--- src/rtl/cache_control.sv ---
// Control FSM for a 2-way write-back cache: hit compare, victim writeback,
// line fill, re-read and whole-cache flush. Drives array strobes and selects.
module cache_control #(
  parameter int s_index = 4
) (
  input  logic               clk0,
  input  logic               rst0,
  input  logic               mem_read,
  input  logic               mem_write,
  output logic               mem_resp,
  input  logic [1:0]         hit_way,
  input  logic [1:0]         valid_way,
  input  logic [1:0]         dirty_way,
  input  logic               lru,
  output logic               pmem_read,
  output logic               pmem_write,
  input  logic               pmem_resp,
  output logic               arr_csb0,
  output logic [1:0]         valid_web0,
  output logic [1:0]         dirty_web0,
  output logic [1:0]         tag_web0,
  output logic [1:0]         data_web0,
  output logic               lru_web0,
  output logic               valid_din0,
  output logic               dirty_din0,
  output logic               lru_din0,
  output logic               data_sel,
  output logic               paddr_sel,
  output logic               way_sel,
  output logic               idx_sel,
  output logic [s_index-1:0] flush_idx,
  input  logic               flush_req,
  output logic               flush_done
);

  typedef enum logic [2:0] {
    IDLE, COMPARE, WRITEBACK, FILL, RELOAD, FLUSH_READ, FLUSH_CHECK, FLUSH_WB
  } state_t;

  localparam logic [s_index-1:0] IDX_ONE = 1;

  state_t             state, state_nxt;
  logic               way_q, way_nxt;
  logic [s_index-1:0] fidx_q, fidx_nxt;
  logic               rd_issue, adv, hw, victim;

  assign flush_idx = fidx_q;

  always_ff @(posedge clk0) begin
    if (!rst0) begin
      state  <= IDLE;
      way_q  <= 1'b0;
      fidx_q <= '0;
    end else begin
      state  <= state_nxt;
      way_q  <= way_nxt;
      fidx_q <= fidx_nxt;
    end
  end

  always_comb begin
    state_nxt  = state;
    way_nxt    = way_q;
    fidx_nxt   = fidx_q;
    rd_issue   = 1'b0;
    adv        = 1'b0;
    mem_resp   = 1'b0;
    pmem_read  = 1'b0;
    pmem_write = 1'b0;
    valid_web0 = 2'b11;
    dirty_web0 = 2'b11;
    tag_web0   = 2'b11;
    data_web0  = 2'b11;
    lru_web0   = 1'b1;
    valid_din0 = 1'b0;
    dirty_din0 = 1'b0;
    lru_din0   = 1'b0;
    data_sel   = 1'b0;
    paddr_sel  = 1'b0;
    way_sel    = 1'b0;
    idx_sel    = 1'b0;
    flush_done = 1'b0;
    // way0 wins if both ways ever report a hit
    hw         = ~hit_way[0];
    victim     = ~valid_way[0] ? 1'b0 : (~valid_way[1] ? 1'b1 : lru);

    // Outputs are held at their idle values while reset is asserted so an
    // in-flight transaction cannot strobe the arrays during the reset cycle.
    if (rst0) begin
      case (state)
        IDLE: begin
          if (mem_read | mem_write) begin
            rd_issue  = 1'b1;
            state_nxt = COMPARE;
          end else if (flush_req) begin
            way_nxt   = 1'b0;
            fidx_nxt  = '0;
            state_nxt = FLUSH_READ;
          end
        end
        COMPARE: begin
          if (|hit_way) begin
            mem_resp = 1'b1;
            lru_web0 = 1'b0;
            lru_din0 = ~hw;
            if (mem_write) begin
              data_web0[hw]  = 1'b0;
              dirty_web0[hw] = 1'b0;
              dirty_din0     = 1'b1;
            end
            state_nxt = IDLE;
          end else begin
            way_nxt   = victim;
            state_nxt = (valid_way[victim] & dirty_way[victim]) ? WRITEBACK : FILL;
          end
        end
        WRITEBACK: begin
          pmem_write = 1'b1;
          paddr_sel  = 1'b1;
          way_sel    = way_q;
          if (pmem_resp) state_nxt = FILL;
        end
        FILL: begin
          pmem_read = 1'b1;
          way_sel   = way_q;
          if (pmem_resp) begin
            data_web0[way_q]  = 1'b0;
            tag_web0[way_q]   = 1'b0;
            valid_web0[way_q] = 1'b0;
            dirty_web0[way_q] = 1'b0;
            valid_din0        = 1'b1;
            data_sel          = 1'b1;
            state_nxt         = RELOAD;
          end
        end
        RELOAD: begin
          rd_issue  = 1'b1;
          state_nxt = COMPARE;
        end
        FLUSH_READ: begin
          idx_sel   = 1'b1;
          way_sel   = way_q;
          rd_issue  = 1'b1;
          state_nxt = FLUSH_CHECK;
        end
        FLUSH_CHECK: begin
          way_sel = way_q;
          if (valid_way[way_q] & dirty_way[way_q]) state_nxt = FLUSH_WB;
          else                                      adv       = 1'b1;
        end
        FLUSH_WB: begin
          pmem_write = 1'b1;
          paddr_sel  = 1'b1;
          idx_sel    = 1'b1;
          way_sel    = way_q;
          if (pmem_resp) begin
            dirty_web0[way_q] = 1'b0;
            adv               = 1'b1;
          end
        end
        default: state_nxt = IDLE;
      endcase

      // Step to the next (set, way); way0 then way1 of each set.
      if (adv) begin
        if (!way_q) begin
          way_nxt   = 1'b1;
          state_nxt = FLUSH_READ;
        end else begin
          way_nxt = 1'b0;
          if (fidx_q == '1) begin
            flush_done = 1'b1;
            fidx_nxt   = '0;
            state_nxt  = IDLE;
          end else begin
            fidx_nxt  = fidx_q + IDX_ONE;
            state_nxt = FLUSH_READ;
          end
        end
      end
    end

    arr_csb0 = ~(rd_issue | ~&{valid_web0, dirty_web0, tag_web0, data_web0, lru_web0});
  end

endmodule

--- config.mk ---
export PLATFORM = sky130hd
export DESIGN_NAME = cache_control
export DESIGN_NICKNAME = d
export VERILOG_FILES = /design/src/rtl/cache_control.sv
export SDC_FILE = /design/constraint.sdc
export NUM_CORES = 1
export LEC_CHECK = 0
export BUFFER_PORTS_ARGS = -buffer_cell sky130_fd_sc_hd__buf_2
export CAP_MARGIN = 10
export CORE_MARGIN = 2
export CORE_UTILIZATION = 45
export CTS_BUF_LIST = sky130_fd_sc_hd__clkbuf_8
export CTS_CLUSTER_SIZE = 14
export DETAILED_ROUTE_END_ITERATION = 6
export MAX_ROUTING_LAYER = met4
export PLACE_DENSITY = 0.78
export SYNTH_ARGS = -nofsm -noshare
export SYNTH_HDL_FRONTEND = slang
export SYNTH_SLANG_ARGS = --single-unit
--- constraint.sdc ---
create_clock -name clk0 -period 1.8 [get_ports clk0]
set_clock_uncertainty 0.05 [all_clocks]
set_input_delay 0.27 -clock clk0 [delete_from_list [all_inputs] [get_ports clk0]]
set_output_delay 0.27 -clock clk0 [all_outputs]
set_load 0.005 [all_outputs]
Word level (Yosys, flattened, before mapping). Cells that the tools add are included.

Memory bits (read-only): 0. Register bits: 8. Memories: 0. Bits of input ports: 13. Output and inout bits: 25. Latch bits: 0. Logic and storage cells: 127. Memory bits (writable): 0.

Divide/modulo/power cells: 0. Reductions and logical operators: 15. Equal/unequal tests: 15. Muxes and demuxes: 80. $add $sub $neg: 1. Multiply operators: 0. Shift-type cells: 0. Bitwise logic cells: 8. Order comparisons: 5.

Operator list (count): $mux 1 (50); $mux 3 (8); $mux 4 (6); $pmux 3 s7 (1); $ne 3x3->1 const B (6); $mux 2 (8); $eq 3x3->1 const B (4); $reduce_or 2->1 (5); $pmux 2 s2 (2); $reduce_bool 8->1 (1); $reduce_and 7->1 (1); $eq 3x2->1 const B (2); $lt 1x2->1 const B (3); $pmux 1 s2 (3); $reduce_and 5->1 (1); $reduce_or 5->1 (1); $add 4x1->4 const B (1); $eq 4x4->1 const B (1); $ne 4x4->1 const B (1); $not 2->2 (2); $reduce_and 4->1 (1); $eq 3x1->1 const B (1); $logic_not 3->1 (1); $reduce_bool 3->1 (1); other kinds (7) (13).

Logic depth before layout (Yosys ltp). Gate-level depths: netlist of the first run.

Depth in word-level cells: 14. Depth in mapped cells: 6.

Worst setup path after synthesis of the first run. Ideal clock, no wire load.

Path type: reg-to-output. Start point: register state[2]. End point: output arr_csb0. Required time: 1480 ps. Data arrival time: 1162 ps. Stages on the path, launching flop included: 6. Setup slack: 318 ps. Cell sequence: dfxtp_1 -> buf_4 -> clkbuf_1 -> a311oi_1 -> o21bai_1 -> a21oi_1.

Cells in the longest elaborated chain, start to end: 8. Elaborated cells between the ends (all ways): 22. Classes of those cells: eq/ne (5); mux (10); bitwise (2); reduce/logical (5).

RTL lines: start: declaration (line 42) `state_t state, state_nxt;`; start signal: assignment (line 55) `state <= state_nxt;`; $eq 3x3->1 or $eq 3x2->1 (tied branches) (line 90) `case (state)`; $reduce_or 2->1 (no line); $pmux 2 s2 (line 90); $mux 2 (line 89) `if (rst0) begin`; $reduce_and 7->1 (line 183) `arr_csb0 = ~(rd_issue | ~&{valid_web0, dirty_web0, tag_web0, data_web0, lru_web0});`; $logic_not 1->1 (line 183); $or 1x1->1 * (line 183); $not 1->1 * (line 183); end: declaration (line 18) `output logic arr_csb0,`.

Every way passes the cells marked *; elsewhere a longest branch is shown, timed or not.

Worst setup path in the final report of the first run. Same ends and word-level chain as after synthesis.

==> results of run 1 <==
-- power groups by stage --
stage	clock network, W	registers, W	logic [W]
floorplan	0	0.000193	0.000111
global placement	0	0.000209	0.000164
detailed placement	0	0.000210	0.000167
CTS	0.000226	0.000209	0.000170
global route	0.000233	0.000211	0.000190
finish	0.000221	0.000209	0.000171
-- cell type report --
class	instances	area, um^2
Inverter	7	26.3
Multi-Input combinational cell	90	549
Fill cell	164	609
Sequential cell	8	174
Timing Repair Buffer	48	268
Clock buffer	3	41.3
Tap cell	17	21.3
-- cells in the mapped netlist (all sizes together), types with 3 or more instances --
master / number
a21boi: 3
a21oi: 8
and2: 3
buf: 9
dfxtp: 8
inv: 7
nand2: 16
nand3: 8
nand3b: 4
nor2: 7
nor3: 4
nor4: 3
o21ai: 8
-- worst min path at each step --
stage	from	to	slack, ns	cells past startpoint
finish	rst0	flush_idx[1]	0.34	2
global route	rst0	flush_idx[1]	0.35	2
CTS	rst0	flush_idx[3]	0.33	2
floorplan	flush_idx[1]	flush_idx[1]	0.46	2
detailed placement	flush_idx[1]	flush_idx[1]	0.48	2
global placement	flush_idx[1]	flush_idx[1]	0.45	2
-- layer usage --
layer	vias up	wire length, um
li1	506	-
met1	458	931
met2	55	1170
met3	8	167
met4	0	82
met5	-	0
-- cells in the final DEF, fill, tap and decap left out, types with 2 or more instances in the layout --
master / count
nand2_1: 16
buf_4: 11
o21ai_0: 8
nand4_1: 2
nor2_1: 7
a21boi_0: 2
nand3b_1: 4
buf_2: 37
a311oi_1: 2
a21oi_1: 8
inv_1: 7
dfxtp_1: 3
dfxtp_4: 3
dfxtp_2: 2
nor4_1: 2
clkbuf_8: 3
nor3_1: 3
a311o_1: 2
and2_1: 3
nor2b_1: 2
nand3_1: 7
-- repair_timing --
| item | in CTS | in global routing |
|---|---|---|
| endpoints found under the hold margin | 0 | 0 |
| resized for setup | 6 | 5 |
| pin swaps | 0 | 1 |
| endpoints found under the setup margin | 15 | 8 |
-- sequential cells by signal, summed over array words and instances, names as in the netlist --
| name | cells |
|---|---|
| flush_idx | 4 |
| way_q | 1 |
| state | 3 |
-- per-stage QoR --
| stage | utilization | power (W) | setup WS, ns | hold WS, ns |
|---|---|---|---|---|
| floorplan | - | 0.000304 | 0.318 | 0.458 |
| global route | 0.639 | 0.000634 | 0.00576 | 0.348 |
| detailed placement | 0.599 | 0.000377 | 0.109 | 0.485 |
| global placement | 0.599 | 0.000373 | 0.0850 | 0.455 |
| finish | 0.639 | 0.000601 | 0.0912 | 0.335 |
| CTS | 0.633 | 0.000605 | 0.0148 | 0.334 |
-- critical path: cells and delay by family, from the launching register on --
| family | cells | cell delay [ns] |
|---|---|---|
| buffers and inverters | 1 | 0.12 |
| flip-flops | 1 | 0.39 |
| AO/OA/AOI/OAI | 3 | 0.64 |
-- cells by family after synthesis --
logic type,share of synthesized area
muxes,0.0143
buffers and inverters,0.119
and+or+nand+nor,0.346
adders and majority gates,0.0158
DFF,0.203
AOI/OAI and AO/OA,0.303
==> results summary, run 1 <==
The busiest layer in global routing is met2. Post-CTS timing repair inserted 0 buffers for setup. In this run the power spent charging and discharging nets is 0.000189 W. Entering global routing, the biggest net connects 16 pins.

The proportion of power drawn by the clock network is 0.368. The smallest clock period supported by the final layout is computed as 1.71 ns. The remaining antenna violation count after routing is 0. The number of warnings printed during yosys synthesis is 0. The die height is 45.9 um. The area of all placed cells without fillers came out at 1080 um^2. In this run the standard cell core region covers 1690 um^2. The sequential element share of the synthesized area is 0.203.

The clock root buffer is clkbuf_8. CTS built an H-tree with a depth of 1. The initial cell density of the core came out at 0.467. The highest clock frequency the design can meet came out at 0.585 GHz. Walking the worst path, the cells encountered are a311oi_1 > o21bai_1 > a21oi_1 > buf_2. Following the worst setup path forward leads to its endpoint at arr_csb0.

Among all stages on the critical path, the largest delay is contributed by dfxtp_4. The total wire length after detailed routing came out at 2350 um. For the worst-skew pair, the clock arrives at the later sink with an insertion delay of 0.23 ns.

The congestion estimate from routability-driven global placement came to 0.892. Counting cells, the worst reg-to-reg path comes to 4. The CTS sink count is 8.

The worst setup path is launched from a register. The gate count after technology mapping came out at 116. The slew at the pin closest to its max-slew limit came out at 0.360 ns. The total via count in the routed design came out at 1,027.

Of the available clock period, the critical path in the final layout requires 0.949. Setup repair after global routing left no endpoint under its margin. The synthesized design spends more area on one cell type than any other, namely dfxtp_1. The internal power is 0.000412 W. The tightest slew margin relative to the limit came out at 0.758.

The die covers 2110 um^2. The layout overhead on the synthesized area came out at 36.8%. The count of pins on the block boundary came out at 38.

The proportion of power drawn by flip-flops and latches came out at 0.348. The endpoint identified for the worst register-to-register timing path is flush_idx[2]. The startpoint of the worst setup timing path is state[2].

The first global-routing pass estimated 3750 um of wire. By area the synthesized netlist is led by dfxtp_1, nand2_1, buf_4, a21oi_1, o21ai_0. The DRC marker count from the first detailed-route iteration came out at 31. Among all flip-flop cells after synthesis, the most frequent one is dfxtp_1. The share of total power dissipated in combinational logic is 0.284. The residual DRC count is 0. The antenna diode count is 0. The origin of the critical flop-to-flop path is way_q. In this run, placement finished with an instance count of 170. In the global route stage, overall resource usage came out at 0.247. The number of slew-limit violations in the final report is 0. The worst min-delay path category is in -> reg.

The total leakage power is 0.466 nW. STA classifies the critical path endpoint as an output pin. The detailed placement HPWL came out at 1820 um. The distinct cell type count of the synthesized netlist is 39. The overall overflow remaining after global route is 0. The worst voltage drop across the vdd grid came out at 0.000248 V. The number of setup violations in the final report is 0. The ratio of cells with drive above 1 in the final layout is 0.397.

The switching power as a share of total power is 0.314. Leaving out filler cells and counting taps, the final layout contains 173. The mapped cell area is 790 um^2. The mean instance size in the synthesized netlist is 6.81 um^2.

The number of endpoints with negative hold slack in the final report came out at 0. The highest fanout seen on the critical path came out at 13. The global routing usage on met3 is 0.0357. At the worst endpoint, the arrival time is 1.39 ns. The post-detailed-route wirelength per cell came out at 13.6 um. The critical path required time came out at 1.48 ns.

On the worst path, the slowest cell contributes a delay of 0.39 ns. The placed instances occupy a cell area of 1010 um^2. The clock slew at the register clock pins of the worst setup and hold paths came out at 0.04 ns. The net count reported at finish is 172. TritonCTS built the clock tree. The proportion of synthesized flip-flops having asynchronous set or reset is 0.

The floorplan step set the die width to 45.9 um. In this run the core area contains 15 standard-cell rows. Summed over all failing endpoints, the final setup total negative slack is 0 ns. The kind of critical path is reg -> out. After synthesis the netlist holds a flip-flop and latch count of 8. In this run, synthesis inferred 0 flip-flops with an integrated enable.

The number of nets produced by synthesis is 130. The fraction of synthesized cell area taken by the top area cell type came out at 0.203. In this run the register-to-register setup slack is 0.30 ns. The initial antenna violation count came out at 0. The number of hold buffers added after cts came out at 0.

The met2 demand-to-capacity share in global routing came out at 0.447. The first-pass iteration count of the detailed router came out at 4. The via count of the first global-routing pass came out at 906. The max-capacitance violation count came out at 0. In this run, CTS created clock tree buffers numbering 3. The number of input and output port buffers inserted is 37. The run finished with clean final reports.

Dividing total power by cell area gives a power density of 556 nW/um^2. No sink is reached through more buffers than the 2 on the longest clock path. The via-per-instance ratio came out at 5.94. The global routing met1 resource utilization came out at 0.252.
Power figures use the tool's default switching activity.
==> run 2: changes to the inputs <==
--- a/config.mk
+++ b/config.mk
@@ -5,10 +5,9 @@
 export SDC_FILE = /design/constraint.sdc
 export NUM_CORES = 1
 export LEC_CHECK = 0
-export BUFFER_PORTS_ARGS = -buffer_cell sky130_fd_sc_hd__buf_2
-export CAP_MARGIN = 10
+export BUFFER_PORTS_ARGS = -buffer_cell sky130_fd_sc_hd__clkbuf_2
 export CORE_MARGIN = 2
-export CORE_UTILIZATION = 45
+export CORE_UTILIZATION = 43
 export CTS_BUF_LIST = sky130_fd_sc_hd__clkbuf_8
 export CTS_CLUSTER_SIZE = 14
 export DETAILED_ROUTE_END_ITERATION = 6
==> constraint.sdc (replaced) <==
create_clock -name clk0 -period 1.4 [get_ports clk0]
set_clock_uncertainty 0.05 [all_clocks]
set_input_delay 0.21 -clock clk0 [delete_from_list [all_inputs] [get_ports clk0]]
set_output_delay 0.21 -clock clk0 [all_outputs]
set_load 0.005 [all_outputs]
==> run 2 against run 1 <==
The flow now finishes with violations (setup timing). Sequential power is 23% higher. Wire length is 45% higher. Worst setup slack worse by 0.35 ns. Highest routed layer unchanged.
==> results summary, run 2 (synthesized netlist as in run 1, its figures left out) <==
The met2 demand-to-capacity share in global routing is 0.559. The via-per-instance ratio is 5.93. For this configuration, the core starts out at a cell density of 0.457. The busiest layer in global routing is met2.

The clock root buffer is clkbuf_8. The worst min-delay path endpoint is state[1]. The power density over the cells is 667 nW/um^2.

Detailed placement finished with a half-perimeter wire length of 2010 um. During I/O placement, the number of pins put on the boundary was 38. For this block, the routed nets add up to 3410 um of wire. The overall overflow remaining after global route came out at 0.

For flop-to-flop paths, the worst setup slack is -0.16 ns. The antenna diode count is 0. The net count reported at finish came out at 196.

The largest net degree at the start of global routing came out at 11. The core utilization of the finished layout came out at 0.819. The floorplan die width came out at 46.9 um. The capturing element type of the critical path is an output pin. The global routing usage on met3 is 0.0423.

The highest fanout seen on the critical path is 10. Leaving out fill and tap cells, the most frequent cell in the layout is clkbuf_2. STA puts the critical path data arrival time at 1.40 ns.

The worst setup path is launched from a register. The clock period minus final worst setup slack is 1.66 ns. The worst hold path begins at rst0. The initial antenna violation count came out at 0.

The first-pass iteration count of the detailed router is 4. In this run the critical register-to-register path is launched from state[0]. After clock tree synthesis, the clock-pin slew on the worst setup and hold paths is 0.05 ns. The remaining antenna violation count after routing came out at 0. The global-route wire length before repair is 4570 um.

The critical path required time is 1.14 ns. In the layout the commonest cells are clkbuf_2, buf_4, nand2_1. Of the cells placed in the final design, the portion with a size suffix greater than 1 is 0.578. The endpoint of the worst-slack reg-to-reg timing path is flush_idx[2]. The count of fill cells added during filler insertion is 122. Counting cells, the worst reg-to-reg path comes to 4. The layout overhead on the synthesized area came out at 79.1%. The total via count in the routed design came out at 1,216. The area of the die is 2190 um^2.

CTS built an H-tree with a depth of 1. The DRC marker count from the first detailed-route iteration is 28. The number of slew-limit violations in the final report is 0. The count of placed standard cells in the final layout, fillers left out came out at 205. The pre-CTS worst setup slack came out at -0.237 ns. The cell count of the worst hold path came out at 3. The maximum number of buffers from clock root to sink is 2. At the end of routability-driven placement, the weighted congestion stood at 0.870. In the global route stage, overall resource usage came out at 0.300.

After detailed routing, the number of remaining DRC violations is 0. The kind of critical path is reg -> out. Setup repair after global routing could not meet its margin everywhere. The total area inside the core boundary comes to 1730 um^2. The run finished, with violations left. The clock latency on the worst-skew pair is 0.23 ns. For this run, the top clock speed supported by timing is 0.604 GHz. The via count of the first global-routing pass came out at 1,058. The slew at the pin closest to its max-slew limit came out at 0.345 ns. The global routing met1 resource utilization is 0.309. The post-detailed-route wirelength per cell is 16.6 um. The total leakage power came out at 0.622 nW. The die height is 46.9 um.

The floorplan has 15 rows. The worst voltage drop across the vdd grid is 0.000418 V. The final reports fail on setup timing. Setup violations remaining at the end of the flow were counted as 26.

The worst min-delay path category is in -> reg. In this run, placement finished with an instance count of 192. The flip-flop count of the largest register after layout is 4. In this run the tool buffered the top-level ports with 37 buffer cells. In this run, CTS created clock tree buffers numbering 3. In the finished design, the share of the clock period the worst path needs comes to 1.18. The max-capacitance violation count is 0. The tightest slew margin relative to the limit is 0.769. The number of endpoints with negative hold slack in the final report is 0.

The final worst-path setup slack came out at -0.255 ns. The CTS sink count came out at 8. TritonCTS built the clock tree. The worst hold-check slack came out at 0.298 ns.
==> run 2: layout make-up <==
class	instances	area (um^2)	area share
Clock buffer	3	41.3	0.0292
Sequential cell	8	170	0.120
Tap cell	25	31.3	0.0221
Inverter	7	26.3	0.0186
Timing Repair Buffer	72	470	0.333
Multi-Input combinational cell	90	674	0.477
==> run 2: how the worst max path moves through the flow <==
stage / from / endpoint / slack [ns] / depth (start not counted)
2_1_floorplan: state[2] / valid_web0[0] / -0.005 / 4
3_3_place_gp: state[1] / tag_web0[0] / -0.17 / 5
3_5_place_dp: state[1] / data_web0[1] / -0.24 / 5
4_1_cts: way_q / flush_done / -0.20 / 5
5_1_grt: state[2] / flush_done / -0.29 / 6
6_report: state[2] / flush_done / -0.26 / 6
==> run 2: what timing repair did <==
action / 4_1_cts / 5_1_grt
pin swaps: 10 / 3
gates resized for setup: 26 / 21
hold buffers: 0 / 0
gates cloned: 0 / 0
buffers inserted: 6 / 4
endpoints found under the setup margin: 28 / 28
==> run 2: metrics by stage <==
| step | instance area, um^2 | setup TNS [ns] | total power [W] |
|---|---|---|---|
| after global placement | 1140 | -2.19 | 0.000523 |
| after global routing | 1410 | -4.84 | 0.000973 |
| after CTS | 1310 | -2.24 | 0.000867 |
| final | 1410 | -3.55 | 0.000943 |
| after detailed placement | 1140 | -2.47 | 0.000533 |
| after floorplan | 795 | -0.0140 | 0.000392 |
==> run 2: layer usage <==
| metal | vias to the layer above | wire length, um |
|---|---|---|
| met4 | 0 | 160 |
| met3 | 23 | 224 |
| li1 | 552 | - |
| met2 | 79 | 1710 |
| met5 | - | 0 |
| met1 | 562 | 1310 |
==> run 2: power breakdown <==
| group | total, W | switching [W] | leakage [nW] | internal, W |
|---|---|---|---|---|
| clock network | 0.000292 | 0.000105 | 0.0216 | 0.000188 |
| registers | 0.000257 | 0.0000177 | 0.0672 | 0.000239 |
| logic | 0.000394 | 0.000204 | 0.533 | 0.000190 |
==> run 2: worst max-delay path, stage by stage (launching register included) <==
cell and delay [ns]:
dfxtp_2 0.33, buf_12 0.14, nand3_2 0.10, buf_6 0.14
nor3_4 0.18, and2_1 0.15, clkbuf_2 0.11
==> run 3: changes to the inputs <==
--- a/config.mk
+++ b/config.mk
@@ -7,12 +7,12 @@
 export LEC_CHECK = 0
 export BUFFER_PORTS_ARGS = -buffer_cell sky130_fd_sc_hd__clkbuf_2
 export CORE_MARGIN = 2
-export CORE_UTILIZATION = 43
+export CORE_UTILIZATION = 40
 export CTS_BUF_LIST = sky130_fd_sc_hd__clkbuf_8
 export CTS_CLUSTER_SIZE = 14
 export DETAILED_ROUTE_END_ITERATION = 6
 export MAX_ROUTING_LAYER = met4
-export PLACE_DENSITY = 0.78
+export PLACE_DENSITY = 0.74
 export SYNTH_ARGS = -nofsm -noshare
 export SYNTH_HDL_FRONTEND = slang
 export SYNTH_SLANG_ARGS = --single-unit
==> run 3 against run 2 <==
The run still ends with setup timing left. Critical path depth shrank 1. Critical endpoint is now dirty_din0. Clock power rose by 3%. Largest cell class unchanged. Wire length increased by 23%.
==> results summary, run 3 (synthesized netlist as in run 1, its figures left out) <==
The run finished, with violations left. The checks that failed: setup timing. The floorplan die width is 48.4 um. STA classifies the critical path endpoint as an output pin. The sequential cell area in the final layout came out at 178 um^2.

The reg-to-reg setup timing slack came out at -0.18 ns. Of all nets on the critical path, the largest fanout is 6. In the layout the commonest cells are buf_4, clkbuf_2, buf_6.

The slew at the pin closest to its max-slew limit came out at 0.352 ns. The worst register-to-register path ends at state[0]. The flip-flop count of the largest register after layout came out at 4. The ratio of cells with drive above 1 in the final layout is 0.672. Setup repair after global routing could not meet its margin everywhere. The via count of the first global-routing pass was 1,152. Counting along the longest clock path gives a buffer depth of 2. Once detailed placement completed, the half-perimeter wirelength came to 2110 um. The net count reported at finish is 208. The first-pass iteration count of the detailed router came out at 4. For the worst flop-to-flop path, the logic depth is 8. The count of fill cells added during filler insertion came out at 106.

The tightest min-delay check is of the in -> reg type. The total leakage power came out at 0.748 nW. The count of buffers added on input and output ports is 37. The clock slew at the register clock pins of the worst setup and hold paths came out at 0.05 ns. The number of endpoints with negative hold slack in the final report is 0. The highest clock frequency the design can meet came out at 0.591 GHz. The number of cells in the design after placement came out at 199. The cell count of the worst hold path came out at 2.

The maximum level of the CTS H-tree came out at 1. The origin of the critical flop-to-flop path is state[1]. The initial cell density of the core came out at 0.415. The count of nets left with antenna violations once routing finished came out at 0.

The clock root buffer is clkbuf_8. Traced cell by cell, the critical path runs through nand2_4 > nor4_4 > buf_4 > and2_4 > buf_6. The tightest slew margin relative to the limit came out at 0.763.

The number of buffers inserted during clock tree synthesis came out at 3. The CTS sink count came out at 8. The later pin in the worst-skew pair is clocked with a latency of 0.24 ns. The overall overflow remaining after global route is 0.

The layout overhead on the synthesized area is 106%. Entering global routing, the biggest net connects 13 pins. The launching element type of the critical path is a register.

In the routed layout, each cell is associated on average with a via count of 5.90. The die height is 48.4 um. The data arrival time at the worst-slack endpoint came out at 1.43 ns. The startpoint identified for the worst hold timing path is rst0. Once routing completed, OpenROAD measured the worst setup slack at -0.293 ns. The most frequent standard cell in the layout excluding fill and tap cells is buf_4.

The number of cell rows came out at 16. For this design the top-level I/O count stands at 38. The post-detailed-route wirelength per cell is 19.2 um. The number of setup violations in the final report is 26.

At the end of routability-driven placement, the weighted congestion stood at 0.899. The power density over the cells came out at 644 nW/um^2. The core utilization of the finished layout is 0.857. The DRC marker count from the first detailed-route iteration came out at 19.

For this run, the total global-route usage over all layers was measured as 0.301. The path with the worst hold slack has its endpoint at way_q. The share of the clock period used by the worst path came out at 1.21. The total wire length after detailed routing is 4200 um. The kind of critical path is reg -> out. The total via count in the routed design came out at 1,292. The area of the die is 2340 um^2.

The placement-stage cell area is 1170 um^2. The first global-routing pass estimated 5220 um of wire. The antenna diode count came out at 0. The critical path required time is 1.14 ns. The total area of multi-input combinational cells came out at 734 um^2. The highest cell delay on the worst timing path is 0.40 ns. The worst voltage drop across the vdd grid is 0.000511 V.

The residual DRC count came out at 0. TritonCTS built the clock tree. Across the run, the number of max-cap violations was 0. The critical-path cell with the highest stage delay is dfxtp_4.

The core region is 1900 um^2. The area of all placed cells without fillers came out at 1630 um^2. The number of slew-limit violations in the final report came out at 0. The clock period minus final worst setup slack is 1.69 ns. The initial antenna violation count came to 0.

Excluding fillers, the count of instances in the completed layout stands at 219.
==> run 3: cell types whose count changed in the layout (fill, tap and decap cells not counted), sizes merged <==
cell    delta
buf       +16
clkbuf     -4
==> run 3: worst max-delay path: cells and delay by family, from the launching register on <==
kind                   cells  cell delay [ns]
buffers and inverters      2             0.26
DFF                        1             0.40
and+or+nand+nor            3             0.52
==> run 3: how the worst max path moves through the flow <==
stage	slack, ns	to	depth (start not counted)	start
after floorplan	-0.005	valid_web0[0]	4	state[2]
after global placement	-0.21	arr_csb0	5	state[1]
after detailed placement	-0.24	data_web0[1]	5	state[1]
after CTS	-0.22	arr_csb0	6	state[0]
after global routing	-0.33	dirty_din0	5	state[0]
final	-0.29	dirty_din0	5	state[0]
==> run 3: final cells by class <==
type                       count  share of cell area
clock buffer                   3              0.0253
inverter                       7              0.0177
multi-input combinational     90               0.451
sequential                     8               0.109
tap                           27              0.0207
timing repair buffer          84               0.376
==> run 3: where the power goes <==
part | switching [W] | total [W] | internal (W) | leakage [nW]
clock network | 0.000112 | 0.000301 | 0.000188 | 0.0216
logic | 0.000238 | 0.000490 | 0.000252 | 0.657
registers | 0.0000217 | 0.000258 | 0.000237 | 0.0688
==> run 3: routing by layer <==
layer,GRT usage,vias up,share of wire,wire [um]
met5,-,-,0,0
met4,0.190,0,0.045,191
met3,0.0370,19,0.061,255
met2,0.563,79,0.54,2250
met1,0.292,612,0.36,1510
li1,-,582,-,-
==> run 3: through the flow <==
step	setup slack (ns)	hold slack (ns)	power (W)	TNS, ns
2_1_floorplan	-0.00504	0.418	0.000392	-0.0140
3_3_place_gp	-0.205	0.458	0.000537	-2.70
3_5_place_dp	-0.240	0.450	0.000542	-2.90
4_1_cts	-0.219	0.210	0.000928	-3.03
5_1_grt	-0.326	0.264	0.00108	-5.23
6_report	-0.293	0.241	0.00105	-4.41
==> run 3: timing repair <==
| action | CTS | global route |
|---|---|---|
| endpoints found under the setup margin | 29 | 28 |
| resized for setup | 44 | 45 |
| pin swaps | 15 | 18 |
| buffers inserted | 12 | 6 |
| hold buffers | 0 | 0 |
